$ cat src/rtl/sync_barrier_release_stage_if.sv
// -----------------------------------------------------------------------------
// sync_barrier_release_stage_if
// Bundles the signals of the barrier release stage into one interface:
//   acc_*      account message from the previous stage (valid/ready)
//   mem_rd_*   barrier-table read result for the account offered this cycle
//   mem_wr_*   registered barrier-table write-back
//   rel_*      release message towards the virtual network (valid/ready)
//   err_dup    duplicate-arrival pulse (only active with SYNC_DUP_CHECK_EN)
//
// Handshake rule for both acc_* and rel_*: a transfer happens on a rising
// clock edge where valid && ready are both 1. The payload must be stable
// while valid is 1 and ready is 0. Ready never depends combinationally on
// the valid of the same channel.
//
// Modports:
//   master : the release stage itself (drives acc_ready, mem_wr_*, rel_*)
//   slave  : the surrounding logic (drives accounts, table reads, rel_ready)
// -----------------------------------------------------------------------------
interface sync_barrier_release_stage_if #(
  parameter int TILE_COUNT   = 16,
  parameter int BARRIER_ID_W = 6,
  parameter int CNT_W        = 10
);
  localparam int SRC_W = (TILE_COUNT > 1) ? $clog2(TILE_COUNT) : 1;

  logic                    acc_valid;
  logic [BARRIER_ID_W-1:0] acc_barrier_id;
  logic [SRC_W-1:0]        acc_tile_src;
  logic [CNT_W-1:0]        acc_cnt_setup;
  logic                    acc_ready;

  logic                    mem_hit;
  logic [CNT_W-1:0]        mem_rd_cnt;
  logic [TILE_COUNT-1:0]   mem_rd_mask;
  logic                    mem_wr_en;
  logic [BARRIER_ID_W-1:0] mem_wr_id;
  logic [CNT_W-1:0]        mem_wr_cnt;
  logic [TILE_COUNT-1:0]   mem_wr_mask;
  logic                    mem_wr_free;

  logic                    rel_valid;
  logic [BARRIER_ID_W-1:0] rel_barrier_id;
  logic [TILE_COUNT-1:0]   rel_dest_mask;
  logic                    rel_ready;

  logic                    err_dup;

  modport master (
    input  acc_valid, acc_barrier_id, acc_tile_src, acc_cnt_setup,
    output acc_ready,
    input  mem_hit, mem_rd_cnt, mem_rd_mask,
    output mem_wr_en, mem_wr_id, mem_wr_cnt, mem_wr_mask, mem_wr_free,
    output rel_valid, rel_barrier_id, rel_dest_mask,
    input  rel_ready,
    output err_dup
  );

  modport slave (
    output acc_valid, acc_barrier_id, acc_tile_src, acc_cnt_setup,
    input  acc_ready,
    output mem_hit, mem_rd_cnt, mem_rd_mask,
    input  mem_wr_en, mem_wr_id, mem_wr_cnt, mem_wr_mask, mem_wr_free,
    input  rel_valid, rel_barrier_id, rel_dest_mask,
    output rel_ready,
    input  err_dup
  );
endinterface

$ cat src/rtl/sync_barrier_release_stage.sv
// -----------------------------------------------------------------------------
// sync_barrier_release_stage
// Final stage of the barrier synchronization core. Each accepted account
// message is combined with the barrier-table read for it (or with the write
// still in flight for the same barrier), the counter/mask are updated and
// written back one cycle later, and the last arrival pushes a release message
// {barrier id, destination mask} into a small FIFO that drains to the network.
//
// Ports:
//   clk    clock
//   reset  asynchronous, active-low reset
//   bus    sync_barrier_release_stage_if.master (account, table, release)
//
// Optional feature: define SYNC_DUP_CHECK_EN to drop duplicate arrivals of a
// tile on an existing barrier and pulse err_dup; otherwise err_dup is 0 and
// duplicates decrement like any other arrival.
// -----------------------------------------------------------------------------
module sync_barrier_release_stage #(
  parameter int TILE_COUNT     = 16,
  parameter int BARRIER_ID_W   = 6,
  parameter int CNT_W          = 10,
  parameter int REL_FIFO_DEPTH = 4
) (
  input logic clk,
  input logic reset,
  sync_barrier_release_stage_if.master bus
);
  localparam int PTR_W  = $clog2(REL_FIFO_DEPTH);
  localparam int FCNT_W = PTR_W + 1;
  localparam int ENT_W  = BARRIER_ID_W + TILE_COUNT;
  localparam logic [FCNT_W-1:0] DEPTH_C = FCNT_W'(REL_FIFO_DEPTH);

  // Registered table write (also the forwarding source for the next account)
  logic                    wr_en_q,   wr_en_d;
  logic [BARRIER_ID_W-1:0] wr_id_q,   wr_id_d;
  logic [CNT_W-1:0]        wr_cnt_q,  wr_cnt_d;
  logic [TILE_COUNT-1:0]   wr_mask_q, wr_mask_d;
  logic                    wr_free_q, wr_free_d;

  // Release FIFO
  logic [ENT_W-1:0]  fifo_mem [REL_FIFO_DEPTH];
  logic [PTR_W-1:0]  rd_ptr_q, rd_ptr_d;
  logic [PTR_W-1:0]  wr_ptr_q, wr_ptr_d;
  logic [FCNT_W-1:0] count_q,  count_d;
  logic [ENT_W-1:0]  head;

  logic                    acc_ready;
  logic                    accept;
  logic                    push;
  logic                    pop;
  logic                    fwd;
  logic                    eff_hit;
  logic [CNT_W-1:0]        eff_cnt;
  logic [TILE_COUNT-1:0]   eff_mask;
  logic [TILE_COUNT-1:0]   src_onehot;
  logic [CNT_W-1:0]        new_cnt;
  logic [TILE_COUNT-1:0]   new_mask;
  logic                    release_hit;
  logic                    dup_hit;

`ifdef SYNC_DUP_CHECK_EN
  logic dup_q, dup_d;
`endif

  // Ready uses only the registered count, so it never depends on rel_ready.
  // It is also held low while reset is asserted so every output reads 0.
  assign acc_ready = reset && (count_q < DEPTH_C);
  assign accept    = bus.acc_valid && acc_ready;
  assign pop       = (count_q != '0) && bus.rel_ready;
  assign head      = fifo_mem[rd_ptr_q];

  always_comb begin
    src_onehot  = TILE_COUNT'(1) << bus.acc_tile_src;

    // A write still in flight for the same barrier is newer than the table
    // read; a forwarded entry that was just freed behaves like a miss.
    fwd         = wr_en_q && (wr_id_q == bus.acc_barrier_id);
    eff_hit     = fwd ? !wr_free_q : bus.mem_hit;
    eff_cnt     = fwd ? wr_cnt_q   : bus.mem_rd_cnt;
    eff_mask    = fwd ? wr_mask_q  : bus.mem_rd_mask;

    new_cnt     = bus.acc_cnt_setup;
    new_mask    = src_onehot;
    if (eff_hit) begin
      new_cnt  = (eff_cnt == '0) ? '0 : eff_cnt - CNT_W'(1);
      new_mask = eff_mask | src_onehot;
    end
    release_hit = (new_cnt == '0);

`ifdef SYNC_DUP_CHECK_EN
    dup_hit     = eff_hit && ((eff_mask & src_onehot) != '0);
`else
    dup_hit     = 1'b0;
`endif
  end

  assign push = accept && !dup_hit && release_hit;

  always_comb begin
    wr_en_d   = accept && !dup_hit;
    wr_id_d   = wr_id_q;
    wr_cnt_d  = wr_cnt_q;
    wr_mask_d = wr_mask_q;
    wr_free_d = wr_free_q;
    if (accept && !dup_hit) begin
      wr_id_d   = bus.acc_barrier_id;
      wr_cnt_d  = new_cnt;
      wr_mask_d = new_mask;
      wr_free_d = release_hit;
    end
`ifdef SYNC_DUP_CHECK_EN
    dup_d     = accept && dup_hit;
`endif
    rd_ptr_d  = pop  ? rd_ptr_q + PTR_W'(1) : rd_ptr_q;
    wr_ptr_d  = push ? wr_ptr_q + PTR_W'(1) : wr_ptr_q;
    count_d   = count_q + FCNT_W'(push) - FCNT_W'(pop);
  end

  always_ff @(posedge clk or negedge reset) begin
    if (!reset) begin
      wr_en_q   <= 1'b0;
      wr_id_q   <= '0;
      wr_cnt_q  <= '0;
      wr_mask_q <= '0;
      wr_free_q <= 1'b0;
      rd_ptr_q  <= '0;
      wr_ptr_q  <= '0;
      count_q   <= '0;
`ifdef SYNC_DUP_CHECK_EN
      dup_q     <= 1'b0;
`endif
    end else begin
      wr_en_q   <= wr_en_d;
      wr_id_q   <= wr_id_d;
      wr_cnt_q  <= wr_cnt_d;
      wr_mask_q <= wr_mask_d;
      wr_free_q <= wr_free_d;
      rd_ptr_q  <= rd_ptr_d;
      wr_ptr_q  <= wr_ptr_d;
      count_q   <= count_d;
`ifdef SYNC_DUP_CHECK_EN
      dup_q     <= dup_d;
`endif
    end
  end

  // FIFO storage needs no reset: its contents are only visible while the
  // registered count says the entry is occupied.
  always_ff @(posedge clk) begin
    if (push) begin
      fifo_mem[wr_ptr_q] <= {bus.acc_barrier_id, new_mask};
    end
  end

  assign bus.acc_ready      = acc_ready;
  assign bus.mem_wr_en      = wr_en_q;
  assign bus.mem_wr_id      = wr_id_q;
  assign bus.mem_wr_cnt     = wr_cnt_q;
  assign bus.mem_wr_mask    = wr_mask_q;
  assign bus.mem_wr_free    = wr_free_q;
  assign bus.rel_valid      = (count_q != '0);
  assign bus.rel_barrier_id = (count_q != '0) ? head[ENT_W-1:TILE_COUNT] : '0;
  assign bus.rel_dest_mask  = (count_q != '0) ? head[TILE_COUNT-1:0] : '0;
`ifdef SYNC_DUP_CHECK_EN
  assign bus.err_dup        = dup_q;
`else
  assign bus.err_dup        = 1'b0;
`endif

endmodule

$ cat src/flat_wrapper.sv
// flat-port wrapper written by rule: the top's interface ports become plain ports
module sync_barrier_release_stage_flat 
#(
  parameter int TILE_COUNT     = 16,
  parameter int BARRIER_ID_W   = 6,
  parameter int CNT_W          = 10,
  parameter int REL_FIFO_DEPTH = 4
)
  (clk, reset, bus_acc_valid, bus_acc_barrier_id, bus_acc_tile_src, bus_acc_cnt_setup, bus_acc_ready, bus_mem_hit, bus_mem_rd_cnt, bus_mem_rd_mask, bus_mem_wr_en, bus_mem_wr_id, bus_mem_wr_cnt, bus_mem_wr_mask, bus_mem_wr_free, bus_rel_valid, bus_rel_barrier_id, bus_rel_dest_mask, bus_rel_ready, bus_err_dup);
  sync_barrier_release_stage_if #(.TILE_COUNT(TILE_COUNT), .BARRIER_ID_W(BARRIER_ID_W), .CNT_W(CNT_W)) bus_i ();
  input logic clk;
  input logic reset;
  input wire logic [$bits(bus_i.acc_valid)-1:0] bus_acc_valid;
  input wire logic [$bits(bus_i.acc_barrier_id)-1:0] bus_acc_barrier_id;
  input wire logic [$bits(bus_i.acc_tile_src)-1:0] bus_acc_tile_src;
  input wire logic [$bits(bus_i.acc_cnt_setup)-1:0] bus_acc_cnt_setup;
  output wire logic [$bits(bus_i.acc_ready)-1:0] bus_acc_ready;
  input wire logic [$bits(bus_i.mem_hit)-1:0] bus_mem_hit;
  input wire logic [$bits(bus_i.mem_rd_cnt)-1:0] bus_mem_rd_cnt;
  input wire logic [$bits(bus_i.mem_rd_mask)-1:0] bus_mem_rd_mask;
  output wire logic [$bits(bus_i.mem_wr_en)-1:0] bus_mem_wr_en;
  output wire logic [$bits(bus_i.mem_wr_id)-1:0] bus_mem_wr_id;
  output wire logic [$bits(bus_i.mem_wr_cnt)-1:0] bus_mem_wr_cnt;
  output wire logic [$bits(bus_i.mem_wr_mask)-1:0] bus_mem_wr_mask;
  output wire logic [$bits(bus_i.mem_wr_free)-1:0] bus_mem_wr_free;
  output wire logic [$bits(bus_i.rel_valid)-1:0] bus_rel_valid;
  output wire logic [$bits(bus_i.rel_barrier_id)-1:0] bus_rel_barrier_id;
  output wire logic [$bits(bus_i.rel_dest_mask)-1:0] bus_rel_dest_mask;
  input wire logic [$bits(bus_i.rel_ready)-1:0] bus_rel_ready;
  output wire logic [$bits(bus_i.err_dup)-1:0] bus_err_dup;
  assign bus_i.acc_valid = bus_acc_valid;
  assign bus_i.acc_barrier_id = bus_acc_barrier_id;
  assign bus_i.acc_tile_src = bus_acc_tile_src;
  assign bus_i.acc_cnt_setup = bus_acc_cnt_setup;
  assign bus_acc_ready = bus_i.acc_ready;
  assign bus_i.mem_hit = bus_mem_hit;
  assign bus_i.mem_rd_cnt = bus_mem_rd_cnt;
  assign bus_i.mem_rd_mask = bus_mem_rd_mask;
  assign bus_mem_wr_en = bus_i.mem_wr_en;
  assign bus_mem_wr_id = bus_i.mem_wr_id;
  assign bus_mem_wr_cnt = bus_i.mem_wr_cnt;
  assign bus_mem_wr_mask = bus_i.mem_wr_mask;
  assign bus_mem_wr_free = bus_i.mem_wr_free;
  assign bus_rel_valid = bus_i.rel_valid;
  assign bus_rel_barrier_id = bus_i.rel_barrier_id;
  assign bus_rel_dest_mask = bus_i.rel_dest_mask;
  assign bus_i.rel_ready = bus_rel_ready;
  assign bus_err_dup = bus_i.err_dup;
  sync_barrier_release_stage #(.TILE_COUNT(TILE_COUNT), .BARRIER_ID_W(BARRIER_ID_W), .CNT_W(CNT_W), .REL_FIFO_DEPTH(REL_FIFO_DEPTH)) u_core (.clk(clk), .reset(reset), .bus(bus_i));
endmodule
$ cat config.mk
export PLATFORM = sky130hd
export DESIGN_NAME = sync_barrier_release_stage_flat
export DESIGN_NICKNAME = d
export VERILOG_FILES = /design/src/rtl/sync_barrier_release_stage_if.sv /design/src/rtl/sync_barrier_release_stage.sv /design/src/flat_wrapper.sv
export SDC_FILE = /design/constraint.sdc
export NUM_CORES = 1
export LEC_CHECK = 0
export BUFFER_PORTS_ARGS = -buffer_cell sky130_fd_sc_hd__buf_2
export CAP_MARGIN = 15
export CORE_UTILIZATION = 35
export DETAILED_ROUTE_END_ITERATION = 7
export MAX_ROUTING_LAYER = met4
export PLACE_DENSITY_LB_ADDON = 0.3
export SLEW_MARGIN = 0
export SYNTH_ARGS = -nofsm -noshare
export SYNTH_HDL_FRONTEND = slang
export SYNTH_SLANG_ARGS = --single-unit
$ cat constraint.sdc
create_clock -name clk -period 10.43 [get_ports clk]
set_input_delay 0.5215 -clock clk [delete_from_list [all_inputs] [get_ports clk]]
set_output_delay 0.5215 -clock clk [all_outputs]
set_load 0.01 [all_outputs]
==> results of run 1 <==
==> metrics by stage <==
stage	hold slack, ns	cells
after floorplan	0.2259	426
after global placement	0.4871	740
after detailed placement	0.4882	740
after CTS	0.2057	772
after global routing	0.2401	773
final	0.1846	773
==> worst max-delay path, cell delays in order, from the launching register on <==
cell	delay (ns)
dfrtp_1	0.40
xor2_1	0.19
nand4b_1	0.22
or4_2	0.99
mux2i_1	0.40
ha_1	0.28
nor2b_1	0.20
nand2_1	0.07
nor2_1	0.21
nor2_1	0.09
o221a_4	0.24
or4_4	0.49
nor4_4	0.50
ha_1	0.22
inv_1	0.05
fa_1	0.37
xnor2_1	0.18
xnor2_1	0.15
==> how the worst min path moves through the flow <==
stage	startpoint	end	slack (ns)	cells past startpoint
2_1_floorplan	reset	u_core.bus.mem_wr_cnt[0]$_DFFE_PN0P_	0.23	0
3_3_place_gp	u_core.bus.mem_wr_mask[0]$_DFFE_PN0P_	u_core.bus.mem_wr_mask[0]$_DFFE_PN0P_	0.49	2
3_5_place_dp	u_core.bus.mem_wr_mask[0]$_DFFE_PN0P_	u_core.bus.mem_wr_mask[0]$_DFFE_PN0P_	0.49	2
4_1_cts	reset	u_core.bus.mem_wr_cnt[8]$_DFFE_PN0P_	0.21	2
5_1_grt	reset	u_core.bus.mem_wr_cnt[8]$_DFFE_PN0P_	0.24	2
6_report	reset	u_core.bus.mem_wr_cnt[8]$_DFFE_PN0P_	0.18	2
==> flip-flops by register name (all words and copies together) (netlist names) <==
name / count
u_core.bus.mem_wr_free: 1
u_core.count_q: 3
u_core.bus.mem_wr_en: 1
u_core.fifo_mem: 88
u_core.wr_ptr_q: 2
u_core.bus.mem_wr_cnt: 10
u_core.bus.mem_wr_id: 6
u_core.rd_ptr_q: 2
u_core.bus.mem_wr_mask: 16
==> power by group through the flow <==
stage / clock network, W / registers (W) / logic [W]
3_3_place_gp: 0 / 0.000724 / 0.000570
4_1_cts: 0.000546 / 0.000716 / 0.000575
6_report: 0.000535 / 0.000714 / 0.000560
2_1_floorplan: 0 / 0.000719 / 0.000345
5_1_grt: 0.000568 / 0.000727 / 0.000620
3_5_place_dp: 0 / 0.000725 / 0.000573
==> routing by layer <==
metal / vias to the layer above / track usage, % / wire length, µm
li1: 1826 / - / -
met2: 133 / 27.87 / 6870
met1: 1919 / 22.05 / 6416
met5: - / - / 0
met4: 0 / 6.566 / 235
met3: 20 / 4.376 / 755
==> Yosys cell counts (all sizes together) (2+ instances only) <==
master	number
xnor2	12
o31ai	2
o21ai	9
nand2	47
nor2	13
nor3b	2
nor4	7
edfxtp	88
o22ai	16
and3	2
nand4	2
a21oi	8
dfrtp	41
or4	6
ha	8
buf	5
mux2	15
a22oi	4
o221a	2
xor2	9
nand2b	5
nor3	2
or3	4
mux2i	24
mux4	22
nand3	5
and2	27
clkbuf	13
or2	2
inv	11
==> cell type report <==
class | instances | area [µm²] | share of cell area, %
well taps | 220 | 275.3 | 3.759
clock buffers | 21 | 440.4 | 6.014
repair buffers | 112 | 570.5 | 7.791
flip-flops and latches | 129 | 3669 | 50.09
clock inverters | 11 | 92.59 | 1.264
diodes | 1 | 2.502 | 0.03417
multi-input cells | 268 | 2232 | 30.48
inverters | 11 | 41.29 | 0.5638
==> kinds of logic (layout without fill, tap and decap cells) <==
family | count (synthesis) | in the layout | synth area share, %
flip-flops | 129 | 129 | 60.87
AND/OR/NAND/NOR | 127 | 127 | 11.31
multiplexers | 61 | 61 | 15.07
AO/OA/AOI/OAI | 49 | 49 | 5.481
buffers and inverters | 29 | 155 | 2.159
XOR/XNOR | 21 | 21 | 3.052
adder cells (fa/ha/maj) | 9 | 9 | 1.993
other | 1 | 2 | 0.06222
==> results by group, run 1 <==
Outcome
  • Status: finished clean

Synth
  • Yosys top cell by area: edfxtp_1
  • Syn avg cell area: 14.15 µm²
  • Post-synthesis sequential area ratio: 60.87%
  • Top_reg_cell synth: edfxtp_1
  • Ys async rst share: between 30% and 40%
  • EDFF count, synth: just under 90
  • Gate Count Post-Synth: 426
  • Top cells by area, synth: edfxtp_1 44%, dfrtp_1 17%, mux4_2 8.2%
  • Synth cell types: 56
  • Syn. warnings: 0
  • Synth top area share: a little over two fifths
  • Syn Std Cell Area: 6027 µm²
  • Syn_nets: 486
  • Flop and latch count out of synthesis: 129

Critical path
  • CP arrival: 5.65 ns
  • Critical Path Start: u_core.bus.mem_wr_id[0]$_DFFE_PN0P_
  • Crit Path Category: register to register
  • RR Startpoint: u_core.bus.mem_wr_id[0]$_DFFE_PN0P_
  • Max FO, Critical Path: 25
  • Worst R2R Path Depth: 17
  • CP endpoint: u_core.count_q[2]$_DFF_PN0_
  • Critical path required time: 10.75 ns
  • Reg-to-Reg End: u_core.count_q[2]$_DFF_PN0_
  • Critical path endpoint category: register
  • Register-to-register path setup slack: 5.10 ns
  • Setup crit start kind: register

Finish
  • Nets: ~600
  • Commonest non-fill, non-tap cell in the layout: buf_2
  • Final Instance Area: 7323 µm²
  • Layout area overhead: 21.51%
  • Filler instances: 1562
  • Commonest non-fill, non-tap cells in the layout: 108 x buf_2, 88 x edfxtp_1, 47 x nand2_1
  • Share of layout cells above drive strength 1: around a third
  • Util after Layout: 43.85%

Clock network
  • H-tree levels: 4
  • Root Buffer: clkbuf_16
  • TritonCTS clock tree: built
  • CTS sink cnt: 129
  • Clk Latency, worst-skew pair: 0.41 ns
  • Hold buffers post-CTS: 0
  • CTS-repair resized insts: 0
  • Clock buffer count from CTS: 17
  • Post-CTS setup buffers: 0
  • Clock slew at reported path FFs: approximately 0.05 ns
  • Max Buffers Root-to-Sink: 2

STA
  • Clk_skew: 0.005810 ns
  • Worst Setup Slack, final: 5.104 ns
  • Slew Limit Fails: 0
  • Slew margin rel.: 29.65%
  • Final Critical Period: about 5.3 ns
  • Final setup fails: 0
  • TNS Setup: 0 ns
  • Tcrit/Tclk final: about half
  • RSZ-0062 raised after global routing: false
  • Worst Tran Pin Value: 1.055 ns
  • Achievable Freq: 0.1878 GHz
  • Final Hold Viols: 0

Place
  • Post-placement setup slack: 4.834 ns
  • Placed instance area: between 6000 and 7000 µm²
  • GPL Wtd Cong: 0.9313
  • IO buf count: 108
  • DP Wirelength: 9904 µm

Pwr
  • Proportion of power drawn by the clock network: 29.6%
  • Switching part of the total power: roughly 32%
  • Pwr Density: around 250 nW/µm²
  • Final Power: between 0.0015 and 0.002 W
  • Pint: between 0.001 and 0.0015 W
  • Sequential power share: roughly two fifths
  • LEAKAGE: 3.029 nW
  • Combinational Power Share: 30.9%
  • IR drop worst, VDD: 121.7 µV
  • Sw power: roughly 0.00059 W

Hold path
  • Hold/Removal Path Class: primary input to async pin

Die
  • Die width: 133.2 µm
  • Die area: 17750 µm²
  • Core ar.: 16700 µm²
  • Ports: 110
  • Site Rows: 47
  • Die H: 133.2 µm
  • Starting Density: between 30% and 40%

Drt
  • Via Count: 3898
  • # DRC: 0
  • Iteration-0 DRC Markers: 309
  • Routed WL: 14280 µm
  • DR pass1 iterations: 4
  • DR vias/cell: 5.043
  • WL/cell: 18.47 µm
  • ANT nets after route: 0

GRT
  • Initial antenna violation count: 1
  • First-pass GRT wire length: about 23000 µm
  • Vias in the first global route: ~4.2k
  • Gr usage total: ~18%
  • GRT overflow: 0
  • Largest net degree at the start of global routing: 43

Job
  • Maxcap violations: 0
Note: power is estimated with default switching activity, not from simulation.
==> run 2: changes to the inputs <==
Settings changed: ABC_AREA set to 1.
Clock period 10.43 ns to 4.5 ns, I/O delays scaled along.
==> results by group, run 2 <==
Outcome
  • Status: finished clean

Critical path
  • Max incr delay on CP: 0.41 ns (-0.58 ns)
  • Buffers & Inverters on Critical Path: 4 (+3)
  • Critical path endpoint category: register
  • Worst path slowest cell: nand2_1
  • Setup crit start kind: register
  • Critical path required time: 4.79 ns (-5.96 ns)
  • Worst R2R Path Depth: 24 (+7)
  • Register-to-register path setup slack: 0.78 ns (-4.33 ns)
  • CP arrival: 4.01 ns (-1.64 ns)
  • RR Startpoint: u_core.bus.mem_wr_id[1]$_DFFE_PN0P_
  • Max FO, Critical Path: 12 (-52%)
  • Critical-path cell list: nand2_1, nand2_1, inv_1, nand2_1, nor2_2, nand2_1, nand2_1, nand2_1, ha_1, nand3_2, inv_2, nand2_1, nand2_1, nand2_1, nor2_1, nor2_1, nand2_1, nor2_4, nand3_4, inv_1, ha_1, inv_1, fa_1, xnor2_1
  • Top delay family on crit path: simple AND/OR/NAND/NOR gates
  • Crit-path most repeated cell: nand2_1
  • Crit Path Category: register to register
  • Reg-to-Reg End: u_core.count_q[2]$_DFF_PN0_

Clock network
  • Clock buffer count from CTS: 17 (unchanged)
  • Clk Latency, worst-skew pair: 0.41 ns (about the same)
  • H-tree levels: 4 (unchanged)
  • Root Buffer: clkbuf_16
  • Post-CTS setup buffers: 0 (unchanged)
  • CTS sink cnt: 129 (unchanged)
  • Max Buffers Root-to-Sink: 2 (unchanged)
  • Clock slew at reported path FFs: 0.06 ns (about the same)
  • TritonCTS clock tree: built

Synth
  • Syn. warnings: 0 (unchanged)
  • Synth cell types: 34 (-39%)
  • Yosys top cell by area: edfxtp_1
  • Syn Std Cell Area: 6374 µm² (+5.8%)
  • Flop and latch count out of synthesis: 129 (unchanged)
  • Syn avg cell area: 9.053 µm² (-36%)
  • Top_reg_cell synth: edfxtp_1
  • Most frequent cell after synthesis: nand2_1
  • Synth top area share: 41.46% (-2.4 points)
  • Largest family of logic cells by synthesized area: simple AND/OR/NAND/NOR gates
  • Adder-Cell Fraction of Synth Area: 1.885% (-0.11 points)
  • XOR/XNOR Fraction of Synth Area: 0.5497% (-2.5 points)
  • Syn_nets: 764 (+57%)
  • Gate Count Post-Synth: 704 (+65%)
  • Post-synth top cells: 136 x nand2_1, 112 x nor2_1, 101 x o21ai_0
  • Top cells by area, synth: edfxtp_1 41%, dfrtp_1 16%, nand2_1 8.0%
  • Post-Synth Simple-Gate Area: 21.71% (+10 points)
  • Post-synthesis sequential area ratio: 57.56% (-3.3 points)
  • Mux cell area share after synthesis: 0% (-15 points)
  • EDFF count, synth: 88 (unchanged)
  • Synth Area in Compound Gates: 11.07% (+5.6 points)
  • Ys async rst share: 31.78% (unchanged)

STA
  • Tcrit/Tclk final: 82.70% (+32 points)
  • RSZ-0062 raised after global routing: false
  • Final Hold Viols: 0 (unchanged)
  • Achievable Freq: 0.2687 GHz (+43%)
  • Clk_skew: 0.009458 ns (+0.003648 ns)
  • Final Critical Period: 3.722 ns (-1.604 ns)
  • Slew Limit Fails: 0 (unchanged)
  • Worst Tran Pin Value: 1.004 ns (-0.05104 ns)
  • Hold WS: 0.06828 ns (-0.1163 ns)
  • TNS Setup: 0 ns (unchanged)
  • Final setup fails: 0 (unchanged)
  • Slew margin rel.: 33.05% (+3.4 points)

Hold path
  • HP Start: bus_acc_barrier_id[1]
  • Min-Delay Endpoint: u_core.fifo_mem[3][17]$_DFFE_PP_
  • Min-Delay Path Depth: 1
  • Hold/Removal Path Class: primary input to register

Drt
  • # DRC: 0 (unchanged)
  • Via Count: 4929 (+26%)
  • Iteration-0 DRC Markers: 295 (-4.5%)
  • ANT nets after route: 0 (unchanged)
  • DR pass1 iterations: 5 (+1)
  • Routed WL: 15750 µm (+10%)
  • DR vias/cell: 4.708 (-6.6%)
  • WL/cell: 15.04 µm (-19%)

GRT
  • GRT overflow: 0 (unchanged)
  • Initial antenna violation count: 0 (-1)
  • Largest net degree at the start of global routing: 46 (+7.0%)
  • First-pass GRT wire length: 24370 µm (+7.8%)
  • Vias in the first global route: 4666 (+12%)
  • Gr usage total: 18.09% (+0.42 points)

Place
  • GPL Wtd Cong: 0.8499 (-8.7%)
  • DP Wirelength: 10530 µm (+6.3%)
  • IO buf count: 108 (unchanged)

Finish
  • Commonest non-fill, non-tap cells in the layout: 136 x nand2_1, 111 x nor2_1, 108 x buf_2
  • Sequential cell area: 3669 µm² (unchanged)
  • Share of layout cells above drive strength 1: 22.75% (-12 points)
  • Util after Layout: 44.53% (+0.68 points)
  • Nets: 869 (+45%)
  • Layout area overhead: 22.52%
  • Commonest non-fill, non-tap cell in the layout: nand2_1
  • Multi-input gate area: 2256 µm² (+1.1%)
  • Ant diodes: 0 (-1)
  • Number of flip-flops in the largest register: 88 (unchanged)
  • Largest register by flop count: u_core.fifo_mem
  • Filler instances: 1708 (+9.3%)

Pwr
  • Pwr Density: 594.5 nW/µm² (+140%)
  • LEAKAGE: 3.401 nW (+12%)
  • IR drop worst, VDD: 294.3 µV (+140%)
  • Final Power: 0.004642 W (+160%)

Die
  • Die width: 136.9 µm (+2.8%)
  • Die area: 18750 µm² (+5.7%)
  • Core ar.: 17540 µm² (+5.0%)
  • Starting Density: 36.34% (+0.26 points)
  • Ports: 110 (unchanged)
  • Die H: 136.9 µm (+2.8%)
  • Site Rows: 48 (+2.1%)

Job
  • Maxcap violations: 0 (unchanged)
==> run 2: power breakdown <==
part           switching, W  total (W)  internal [W]
Clock              0.000501    0.00154       0.00104
Combinational      0.000935    0.00149      0.000552
Sequential         0.000171    0.00162       0.00145
Total               0.00161    0.00464       0.00304
==> run 2: what timing repair did <==
action	4_1_cts	5_1_grt
endpoints found under the hold margin	41	0
hold buffers	1	0
resized for setup	0	0
==> run 2: worst max-delay path by stage <==
stage	startpoint	slack (ns)	endpoint	depth (start not counted)
5_1_grt	u_core.bus.mem_wr_id[3]$_DFFE_PN0P_	0.40	u_core.count_q[2]$_DFF_PN0_	25
3_5_place_dp	bus_acc_barrier_id[1]	0.80	u_core.count_q[2]$_DFF_PN0_	26
4_1_cts	u_core.bus.mem_wr_id[1]$_DFFE_PN0P_	0.79	u_core.count_q[2]$_DFF_PN0_	24
6_report	u_core.bus.mem_wr_id[1]$_DFFE_PN0P_	0.78	u_core.count_q[2]$_DFF_PN0_	24
2_1_floorplan	u_core.bus.mem_wr_id[3]$_DFFE_PN0P_	1.37	u_core.fifo_mem[0][0]$_DFFE_PP_	22
3_3_place_gp	bus_acc_barrier_id[1]	0.93	u_core.count_q[2]$_DFF_PN0_	26
==> run 2: area by class of cell <==
cell class,instances,area share (%)
multi-input cells,462,28.89
well taps,225,3.605
inverters,78,3.781
repair buffers,121,8.204
clock inverters,14,3.044
flip-flops and latches,129,46.98
clock buffers,18,5.496
==> run 2: through the flow <==
| step | setup slack [ns] | instance area, µm² | cells |
|---|---|---|---|
| detailed placement | 0.7958 | 7132 | 1014 |
| global route | 0.3951 | 7809 | 1047 |
| finish | 0.7783 | 7809 | 1047 |
| global placement | 0.9340 | 7132 | 1014 |
| CTS | 0.7887 | 7809 | 1047 |
| floorplan | 1.370 | 6374 | 704 |
==> run 2: cells by family (layout without fill, tap and decap cells) <==
family,after synthesis,in the layout
AND/OR/NAND/NOR,312,312
XOR/XNOR,4,4
buffers and inverters,113,231
adder cells (fa/ha/maj),9,9
AO/OA/AOI/OAI,136,136
flip-flops,129,129
other,1,1
==> run 2: per-layer routing <==
layer / GRT usage [%] / wire length (µm) / vias up
met5: - / 0 / -
li1: - / - / 2526
met3: 3.667 / 636 / 18
met1: 23.52 / 7286 / 2262
met4: 5.678 / 276 / 0
met2: 28.31 / 7546 / 123
==> run 2: worst register-to-register path: cells and delay by family, from the launching register on <==
| family | cells | cell delay, ns |
|---|---|---|
| and+or+nand+nor | 16 | 2.05 |
| adders and majority gates | 3 | 0.78 |
| DFF | 1 | 0.40 |
| buffers and inverters | 4 | 0.24 |
| xor gates and xnor gates | 1 | 0.13 |
